### config.mk
export PLATFORM = sky130hd
export DESIGN_NAME = wand_arb_tx
export DESIGN_NICKNAME = d
export VERILOG_FILES = /design/src/rtl/wand_arb_pkg.sv /design/src/rtl/wand_bit_timer.sv /design/src/rtl/wand_arb_tx.sv
export SDC_FILE = /design/constraint.sdc
export NUM_CORES = 1
export LEC_CHECK = 0
export ABC_AREA = 1
export CAP_MARGIN = 10
export CORE_AREA = 2 2 58 54
export CTS_CLUSTER_SIZE = 14
export DETAILED_ROUTE_END_ITERATION = 8
export DIE_AREA = 0 0 60 56
export PLACE_DENSITY_LB_ADDON = 0.1
export REMOVE_ABC_BUFFERS = 1
export SLEW_MARGIN = 20
export SYNTH_ARGS = -nofsm -noshare
export SYNTH_HDL_FRONTEND = slang
export SYNTH_SLANG_ARGS = --single-unit
### constraint.sdc
create_clock -name clk -period 3.2 [get_ports clk]
set_input_delay 0.48 -clock clk [delete_from_list [all_inputs] [get_ports clk]]
set_output_delay 0.48 -clock clk [all_outputs]
set_load 0.01 [all_outputs]
### src/rtl/wand_arb_pkg.sv
// Shared definitions for the wired-AND arbitrating transmitter.
package wand_arb_pkg;

    typedef enum logic [1:0] {
        ST_IDLE   = 2'd0,
        ST_SEND   = 2'd1,
        ST_LISTEN = 2'd2,
        ST_DONE   = 2'd3
    } arb_state_t;

    localparam int DEF_WIDTH     = 8;
    localparam int DEF_BIT_TICKS = 4;

    // Counter width that still works for a count range of one.
    function automatic int cnt_width(input int n);
        return (n > 1) ? $clog2(n) : 1;
    endfunction

endpackage

### src/rtl/wand_bit_timer.sv
// Bit timing for wand_arb_tx: tick counter with a last-tick strobe and a
// bit-index down-counter that starts at WIDTH-1 on load.
module wand_bit_timer
    import wand_arb_pkg::*;
#(
    parameter int WIDTH     = DEF_WIDTH,
    parameter int BIT_TICKS = DEF_BIT_TICKS
) (
    input  logic clk,
    input  logic rst,
    input  logic load,
    input  logic run,
    output logic last_tick,
    output logic last_bit
);

    localparam int TW = cnt_width(BIT_TICKS);
    localparam int BW = cnt_width(WIDTH);
    localparam logic [TW-1:0] TICK_LAST = TW'(BIT_TICKS - 1);
    localparam logic [BW-1:0] BIT_FIRST = BW'(WIDTH - 1);

    logic [TW-1:0] tick_reg;
    logic [BW-1:0] bit_reg;

    always_ff @(posedge clk) begin
        if (rst) begin
            tick_reg <= '0;
            bit_reg  <= '0;
        end else if (load) begin
            tick_reg <= '0;
            bit_reg  <= BIT_FIRST;
        end else if (run) begin
            if (tick_reg == TICK_LAST) begin
                tick_reg <= '0;
                if (bit_reg != '0)
                    bit_reg <= bit_reg - BW'(1);
            end else begin
                tick_reg <= tick_reg + TW'(1);
            end
        end else begin
            // Parked at zero whenever no frame is being timed.
            tick_reg <= '0;
            bit_reg  <= '0;
        end
    end

    assign last_tick = run && (tick_reg == TICK_LAST);
    assign last_bit  = (bit_reg == '0);

endmodule

### src/rtl/wand_arb_tx.sv
// Wired-AND bitwise-arbitrating frame transmitter: sends MSB first, backs off
// on a lost recessive bit, flags a dominant bit read back as recessive.
module wand_arb_tx
    import wand_arb_pkg::*;
#(
    parameter int WIDTH     = DEF_WIDTH,
    parameter int BIT_TICKS = DEF_BIT_TICKS
) (
    input  logic             clk,
    input  logic             rst,
    input  logic             start,
    input  logic [WIDTH-1:0] data,
    input  logic             bus_in,
    output logic             bus_drv,
    output logic             busy,
    output logic             done,
    output logic             won,
    output logic             lost,
    output logic             err,
    output logic [WIDTH-1:0] rx_data
);

    arb_state_t       state_reg;
    logic [WIDTH-1:0] tx_reg;
    logic [WIDTH-1:0] rx_reg;
    logic [WIDTH-1:0] tx_shl;
    logic [WIDTH-1:0] rx_shl;
    logic             bus_drv_reg;
    logic             busy_reg;
    logic             done_reg;
    logic             won_reg;
    logic             lost_reg;
    logic             err_reg;

    logic accept;
    logic run;
    logic sample;
    logic last_bit;

    assign accept = (state_reg == ST_IDLE) && start && bus_in;
    assign run    = (state_reg == ST_SEND) || (state_reg == ST_LISTEN);
    assign tx_shl = tx_reg << 1;
    assign rx_shl = WIDTH'({rx_reg, bus_in});

    wand_bit_timer #(
        .WIDTH     (WIDTH),
        .BIT_TICKS (BIT_TICKS)
    ) u_timer (
        .clk       (clk),
        .rst       (rst),
        .load      (accept),
        .run       (run),
        .last_tick (sample),
        .last_bit  (last_bit)
    );

    always_ff @(posedge clk) begin
        if (rst) begin
            state_reg   <= ST_IDLE;
            tx_reg      <= '0;
            rx_reg      <= '0;
            bus_drv_reg <= 1'b1;
            busy_reg    <= 1'b0;
            done_reg    <= 1'b0;
            won_reg     <= 1'b0;
            lost_reg    <= 1'b0;
            err_reg     <= 1'b0;
        end else begin
            done_reg <= 1'b0;
            won_reg  <= 1'b0;
            lost_reg <= 1'b0;
            err_reg  <= 1'b0;
            case (state_reg)
                ST_IDLE: begin
                    bus_drv_reg <= 1'b1;
                    if (accept) begin
                        tx_reg      <= data;
                        rx_reg      <= '0;
                        bus_drv_reg <= data[WIDTH-1];
                        busy_reg    <= 1'b1;
                        state_reg   <= ST_SEND;
                    end
                end
                ST_SEND: begin
                    if (sample) begin
                        rx_reg <= rx_shl;
                        if (!bus_drv_reg && bus_in) begin
                            // Our dominant bit did not reach the line: abort.
                            bus_drv_reg <= 1'b1;
                            busy_reg    <= 1'b0;
                            done_reg    <= 1'b1;
                            err_reg     <= 1'b1;
                            state_reg   <= ST_DONE;
                        end else if (bus_drv_reg && !bus_in) begin
                            bus_drv_reg <= 1'b1;
                            if (last_bit) begin
                                busy_reg  <= 1'b0;
                                done_reg  <= 1'b1;
                                lost_reg  <= 1'b1;
                                state_reg <= ST_DONE;
                            end else begin
                                state_reg <= ST_LISTEN;
                            end
                        end else if (last_bit) begin
                            bus_drv_reg <= 1'b1;
                            busy_reg    <= 1'b0;
                            done_reg    <= 1'b1;
                            won_reg     <= 1'b1;
                            state_reg   <= ST_DONE;
                        end else begin
                            tx_reg      <= tx_shl;
                            bus_drv_reg <= tx_shl[WIDTH-1];
                        end
                    end
                end
                ST_LISTEN: begin
                    bus_drv_reg <= 1'b1;
                    if (sample) begin
                        rx_reg <= rx_shl;
                        if (last_bit) begin
                            busy_reg  <= 1'b0;
                            done_reg  <= 1'b1;
                            lost_reg  <= 1'b1;
                            state_reg <= ST_DONE;
                        end
                    end
                end
                ST_DONE: begin
                    bus_drv_reg <= 1'b1;
                    busy_reg    <= 1'b0;
                    state_reg   <= ST_IDLE;
                end
                default: begin
                    bus_drv_reg <= 1'b1;
                    busy_reg    <= 1'b0;
                    state_reg   <= ST_IDLE;
                end
            endcase
        end
    end

    assign bus_drv = bus_drv_reg;
    assign busy    = busy_reg;
    assign done    = done_reg;
    assign won     = won_reg;
    assign lost    = lost_reg;
    assign err     = err_reg;
    assign rx_data = rx_reg;

endmodule

==> summary.txt, run 1 <==
final hold vios: 0
total grt overflow: 0
Power Total: 1.65 mW
antenna violations before repair: 0
required time at the worst-slack endpoint: 3440 ps
register area: 561 um2
critical path class: flop to flop
largest net degree at the start of global routing: 18
Arr. time, crit path: 2520 ps
CORE AREA: 0.00273 mm2
drt via density: 5.25
status: complete, no violations
Seq/Total Area, Yosys: 37.9%
min Tclk post-route: 2270 ps
fin crit share: 71.0%
Routability Congestion: 0.855
first-pass GRT wire length: 5790 um
Initial Utilization: 54.3%
placed cell count: 269
R2R cell count: 9
Post-Place Setup Slack: 967 ps
setup slack after layout: 929 ps
Port Buffers: 25
number of global-route vias before repair: 1376
FF+latch count, synth: 28
final slew viol count: 0
share of cells above drive strength 1: 7.73%
postcts setup bufs: 0
Crit. End Element: flop
DP Area: 0.00175 mm2
crit path max fanout: 14
Slew HR: 59.5%
clock buffer depth: 2
Final setup viols: 0
FF-to-FF Start: state_reg[1]$_SDFFE_PP0P_
Cell variety after synth: 22
First-pass DRT Iterations: 4
Slew @ Worst Pin: 608 ps
Comb power frac: 52.5%
Clock power frac: 13.9%
Syn Inst Count: 211
RSZ-0062 raised after global routing: no
CTS root buffer: clkbuf_4
Reg clk slew, reported paths: 140 ps
Total GRT Usage: 21.7%
vias: 1432
min-delay worst type: flop to flop
hold path start: u_timer.tick_reg[0]$_SDFF_PP0_
FP Rows: 18
clk_skew: 2.45 ps
final core utilization: 66.1%
H-Tree Depth: 1
cell-internal power: 941 uW
n_diodes: 0
Yosys top cell area share: 37.9%
post-synth design cell area: 0.00148 mm2
I/O Pins: 26
die area: 0.00336 mm2
Hold Crit Depth: 1
CP Launch Type: flop
Synth area leaders: dfxtp_1 38%, nand2_1 11%, a21oi_1 10%
clock insertion delay at the later pin of the skew report: 330 ps
Sw Pwr: 712 uW
Mean Syn Cell Area: 7.02 um2
Layout Cells excl Fill: 273
max FFs per register: 8
Sw Share: 43.1%
WL/cell: 11.8 um
area of the multi-input gates: 805 um2
Leakage: 0.788 nW
Worst R2R Setup Slack: 930 ps
Yosys warnings: 0
synthesis-to-layout area growth: 21.6%
quantity of hold-fixing buffers added after cts: 0
# DRC: 0
CTS tree: built
dpl hpwl: 2320 um
Num CTS Buffers: 3
setup tns final: 0 ps
initial drt markers: 50
share of power burned in registers: 33.6%
CTS sink cnt: 28
DIE WIDTH: 60 um
die height: 56 um
Nets: 254
WL final: 3230 um
Max Cap Viol: 0
Fmax: 440 MHz
post-synth top area cell: dfxtp_1
PostCTS Resize Cnt: 0
post-route cell area: 0.00180 mm2
worst vdd ir: 0.000482 V
Pwr Density: 918 mW/mm2
Filler cells: 260
worst hold margin: 430 ps
remaining antenna violation count after routing: 0
crit path from: state_reg[1]$_SDFFE_PP0P_
[cells in the final DEF (no fill, tap or decap), drive strengths merged]
| cell type | netlist | routed |
|---|---|---|
| nand2 | 49 | 49 |
| a21oi | 32 | 32 |
| dfxtp | 28 | 28 |
| clkdlybuf4s50 | 0 | 25 |
| nand3 | 21 | 21 |
| nor2 | 20 | 20 |
| inv | 20 | 20 |
| nor3 | 10 | 10 |
| ha | 8 | 8 |
| a21boi | 7 | 7 |
| o21ai | 4 | 4 |
| clkbuf | 4 | 3 |
| nand4 | 2 | 2 |
| nor4 | 1 | 1 |
| xor2 | 1 | 1 |
| bufinv | 0 | 1 |
| buf | 4 | 1 |
[logic make-up after synthesis]
| kind of cell | synth area share (%) |
|---|---|
| AND/OR/NAND/NOR | 30.8 |
| buffers and inverters | 7.78 |
| flip-flops | 37.9 |
| AO/OA/AOI/OAI | 16.2 |
| XOR/XNOR | 0.592 |
| adder cells (fa/ha/maj) | 6.76 |
[power by group through the flow]
| stage | combinational, mW | sequential (mW) | clock [mW] |
|---|---|---|---|
| 6_report | 0.868 | 0.556 | 0.229 |
| 5_1_grt | 0.990 | 0.572 | 0.253 |
| 4_1_cts | 0.874 | 0.554 | 0.237 |
| 3_5_place_dp | 0.866 | 0.561 | 0 |
| 3_3_place_gp | 0.838 | 0.556 | 0 |
| 2_1_floorplan | 0.573 | 0.575 | 0 |
[synth_stat cells, drive strengths merged]
master and number:
ha 8, buf 4, o21ai 4, xor2 1
dfxtp 28, nand3 21, clkbuf 4, nand4 2
a21boi 7, nand2 49, inv 20, nor4 1
nor2 20, a21oi 32, nor3 10
[critical path, stage by stage (launching register included)]
cell and delay [ps]:
dfxtp_1 460, inv_1 90, ha_1 560, nand2_2 200
nand2_2 120, inv_2 50, nor2_2 420, nand3_1 140
nand2_1 100, nor2_1 40
[path summary, 6_finish.rpt]
kind / to
setup / recovery: tx_reg[3]$_SDFFE_PP0P_
hold / removal: u_timer.tick_reg[0]$_SDFF_PP0_
setup reg to reg: tx_reg[3]$_SDFFE_PP0P_
hold reg to reg: u_timer.tick_reg[0]$_SDFF_PP0_
[area by class of cell]
class	count	area share, %
multi-input cells	155	44.7
flip-flops and latches	28	31.1
repair buffers	26	14.3
inverters	20	4.17
well taps	40	2.78
clock inverters	1	1.67
clock buffers	3	1.25
[layer usage]
layer	track usage [%]	routed length, um
met1	26.8	1460
met2	35.7	1550
met3	5.81	145
met4	7.30	68
met5	0	0
(Power assumes the default switching activity.)
==> inputs of run 2 (changes only) <==
--- a/config.mk
+++ b/config.mk
@@ -7,10 +7,10 @@
 export LEC_CHECK = 0
 export ABC_AREA = 1
 export CAP_MARGIN = 10
-export CORE_AREA = 2 2 58 54
+export CORE_AREA = 2 2 60 56
 export CTS_CLUSTER_SIZE = 14
 export DETAILED_ROUTE_END_ITERATION = 8
-export DIE_AREA = 0 0 60 56
+export DIE_AREA = 0 0 62 58
 export PLACE_DENSITY_LB_ADDON = 0.1
 export REMOVE_ABC_BUFFERS = 1
 export SLEW_MARGIN = 20
==> constraint.sdc (replaced) <==
create_clock -name clk -period 2.2 [get_ports clk]
set_input_delay 0.33 -clock clk [delete_from_list [all_inputs] [get_ports clk]]
set_output_delay 0.33 -clock clk [all_outputs]
set_load 0.01 [all_outputs]
==> summary.txt, run 2 (synthesis results as in run 1) <==
status: complete, no violations
total grt overflow: 0 (unchanged)
First-pass DRT Iterations: 6 (+2)
crit path max fanout: 14 (unchanged)
critical path class: flop to flop
Max Cap Viol: 0 (unchanged)
worst hold margin: 431 ps (+1.35 ps)
Port Buffers: 25 (unchanged)
final hold vios: 0 (unchanged)
Slew HR: 65.4% (+5.9 points)
antenna violations before repair: 0 (unchanged)
setup slack after layout: 209 ps (-720 ps)
Crit path depth: 9 (unchanged)
Slew @ Worst Pin: 519 ps (-88.5 ps)
CP Launch Type: flop
die height: 58 um (+3.6%)
quantity of hold-fixing buffers added after cts: 0 (unchanged)
min Tclk post-route: 1990 ps (-280 ps)
CP top delay family: simple AND/OR/NAND/NOR gates
max FFs per register: 8 (unchanged)
PostCTS Resize Cnt: 0 (unchanged)
largest net degree at the start of global routing: 17 (-1)
min-delay worst type: flop to flop
clock insertion delay at the later pin of the skew report: 340 ps (about the same)
Initial Utilization: 49.8% (-4.5 points)
postcts setup bufs: 0 (unchanged)
Filler cells: 282 (+8.5%)
CP Buf/Inv Count: 2 (unchanged)
clk_skew: 2.25 ps (-0.207 ps)
RSZ-0062 raised after global routing: no
share of cells above drive strength 1: 8.90% (+1.2 points)
H-Tree Depth: 1 (unchanged)
CTS root buffer: clkbuf_4
Post-Place Setup Slack: 249 ps (-717 ps)
required time at the worst-slack endpoint: 2460 ps (-980 ps)
drt via density: 5.17 (-1.5%)
fin crit share: 90.5% (+20 points)
Num CTS Buffers: 3 (unchanged)
Slowest-stage cell, CP: dfxtp_1
Leakage: 0.803 nW (+1.9%)
Total GRT Usage: 21.4% (-0.31 points)
Arr. time, crit path: 2250 ps (-270 ps)
WL/cell: 11.9 um (+1.1%)
CORE AREA: 0.00297 mm2 (+9.0%)
first-pass GRT wire length: 5760 um (-0.48%)
n_diodes: 0 (unchanged)
Routability Congestion: 0.878 (+2.7%)
Reg clk slew, reported paths: 150 ps (about the same)
most common cell after layout, fill and taps aside: nand2_1
initial drt markers: 64 (+28%)
CTS sink cnt: 28 (unchanged)
Pwr Density: 1350 mW/mm2 (+47%)
WL final: 3320 um (+2.9%)
Crit. End Element: flop
CTS tree: built
setup tns final: 0 ps (unchanged)
Final setup viols: 0 (unchanged)
Nets: 257 (+1.2%)
critical path cell sequence: inv_1 -> ha_1 -> buf_4 -> nand3_1 -> nand2_1 -> nor2_2 -> nand3_1 -> nand2_1 -> nor2_1
DIE WIDTH: 62 um (+3.3%)
final slew viol count: 0 (unchanged)
R2R cell count: 9 (unchanged)
vias: 1436 (+0.28%)
dpl hpwl: 2400 um (+3.4%)
I/O Pins: 26 (unchanged)
max incr delay on CP: 460 ps (-100 ps)
number of global-route vias before repair: 1319 (-4.1%)
clock buffer depth: 2 (unchanged)
synthesis-to-layout area growth: 23.3%
Hold Crit Depth: 1 (unchanged)
die area: 0.00360 mm2 (+7.0%)
commonest cells after routing, fill and taps aside: 44 x nand2_1, 31 x a21oi_1, 28 x dfxtp_1
Fmax: 502 MHz (+14%)
# DRC: 0 (unchanged)
worst vdd ir: 0.000904 V (+88%)
remaining antenna violation count after routing: 0 (unchanged)
FP Rows: 19 (+1)
run 2: cell types whose count changed in the layout (fill, tap and decap cells not counted), sizes merged:
cell,before,now
buf,1,4
run 2: metrics by stage:
step | total power [mW] | cells | utilization (%) | cell area (um2)
2_1_floorplan | 1.67 | 203 | - | 1440
3_3_place_gp | 2.08 | 274 | 59.7 | 1770
3_5_place_dp | 2.12 | 274 | 59.7 | 1770
4_1_cts | 2.47 | 278 | 61.4 | 1830
5_1_grt | 2.67 | 278 | 61.4 | 1830
6_report | 2.46 | 278 | 61.4 | 1830
run 2: worst paths after layout:
check                                  from  slack [ps]                        endpoint
max               state_reg[1]$_SDFFE_PP0P_         210          tx_reg[6]$_SDFFE_PP0P_
min          u_timer.tick_reg[0]$_SDFF_PP0_         430  u_timer.tick_reg[0]$_SDFF_PP0_
max reg2reg       state_reg[1]$_SDFFE_PP0P_         210          tx_reg[6]$_SDFFE_PP0P_
min reg2reg  u_timer.tick_reg[0]$_SDFF_PP0_         430  u_timer.tick_reg[0]$_SDFF_PP0_
run 2: metal layers:
layer	share of wire (%)	global-route usage, %	vias up
li1	-	-	751
met1	47	27.1	648
met2	48	34.5	31
met3	3.1	5.36	6
met4	1.7	7.90	0
met5	0	0	-
run 2: area by class of cell:
cell class,instances,area (um2),share of cell area (%)
Multi-Input combinational cell,155,805,44.1
Timing Repair Buffer,29,280,15.4
Sequential cell,28,561,30.7
Clock buffer,3,22.5,1.23
Clock inverter,1,30.0,1.64
Inverter,20,75.1,4.11
Tap cell,42,52.6,2.88
run 2: power breakdown:
part	internal [mW]	switching (mW)	leakage [nW]	total, mW
combinational	0.538	0.769	0.546	1.31
clock	0.185	0.162	0.0279	0.347
sequential	0.684	0.124	0.229	0.808
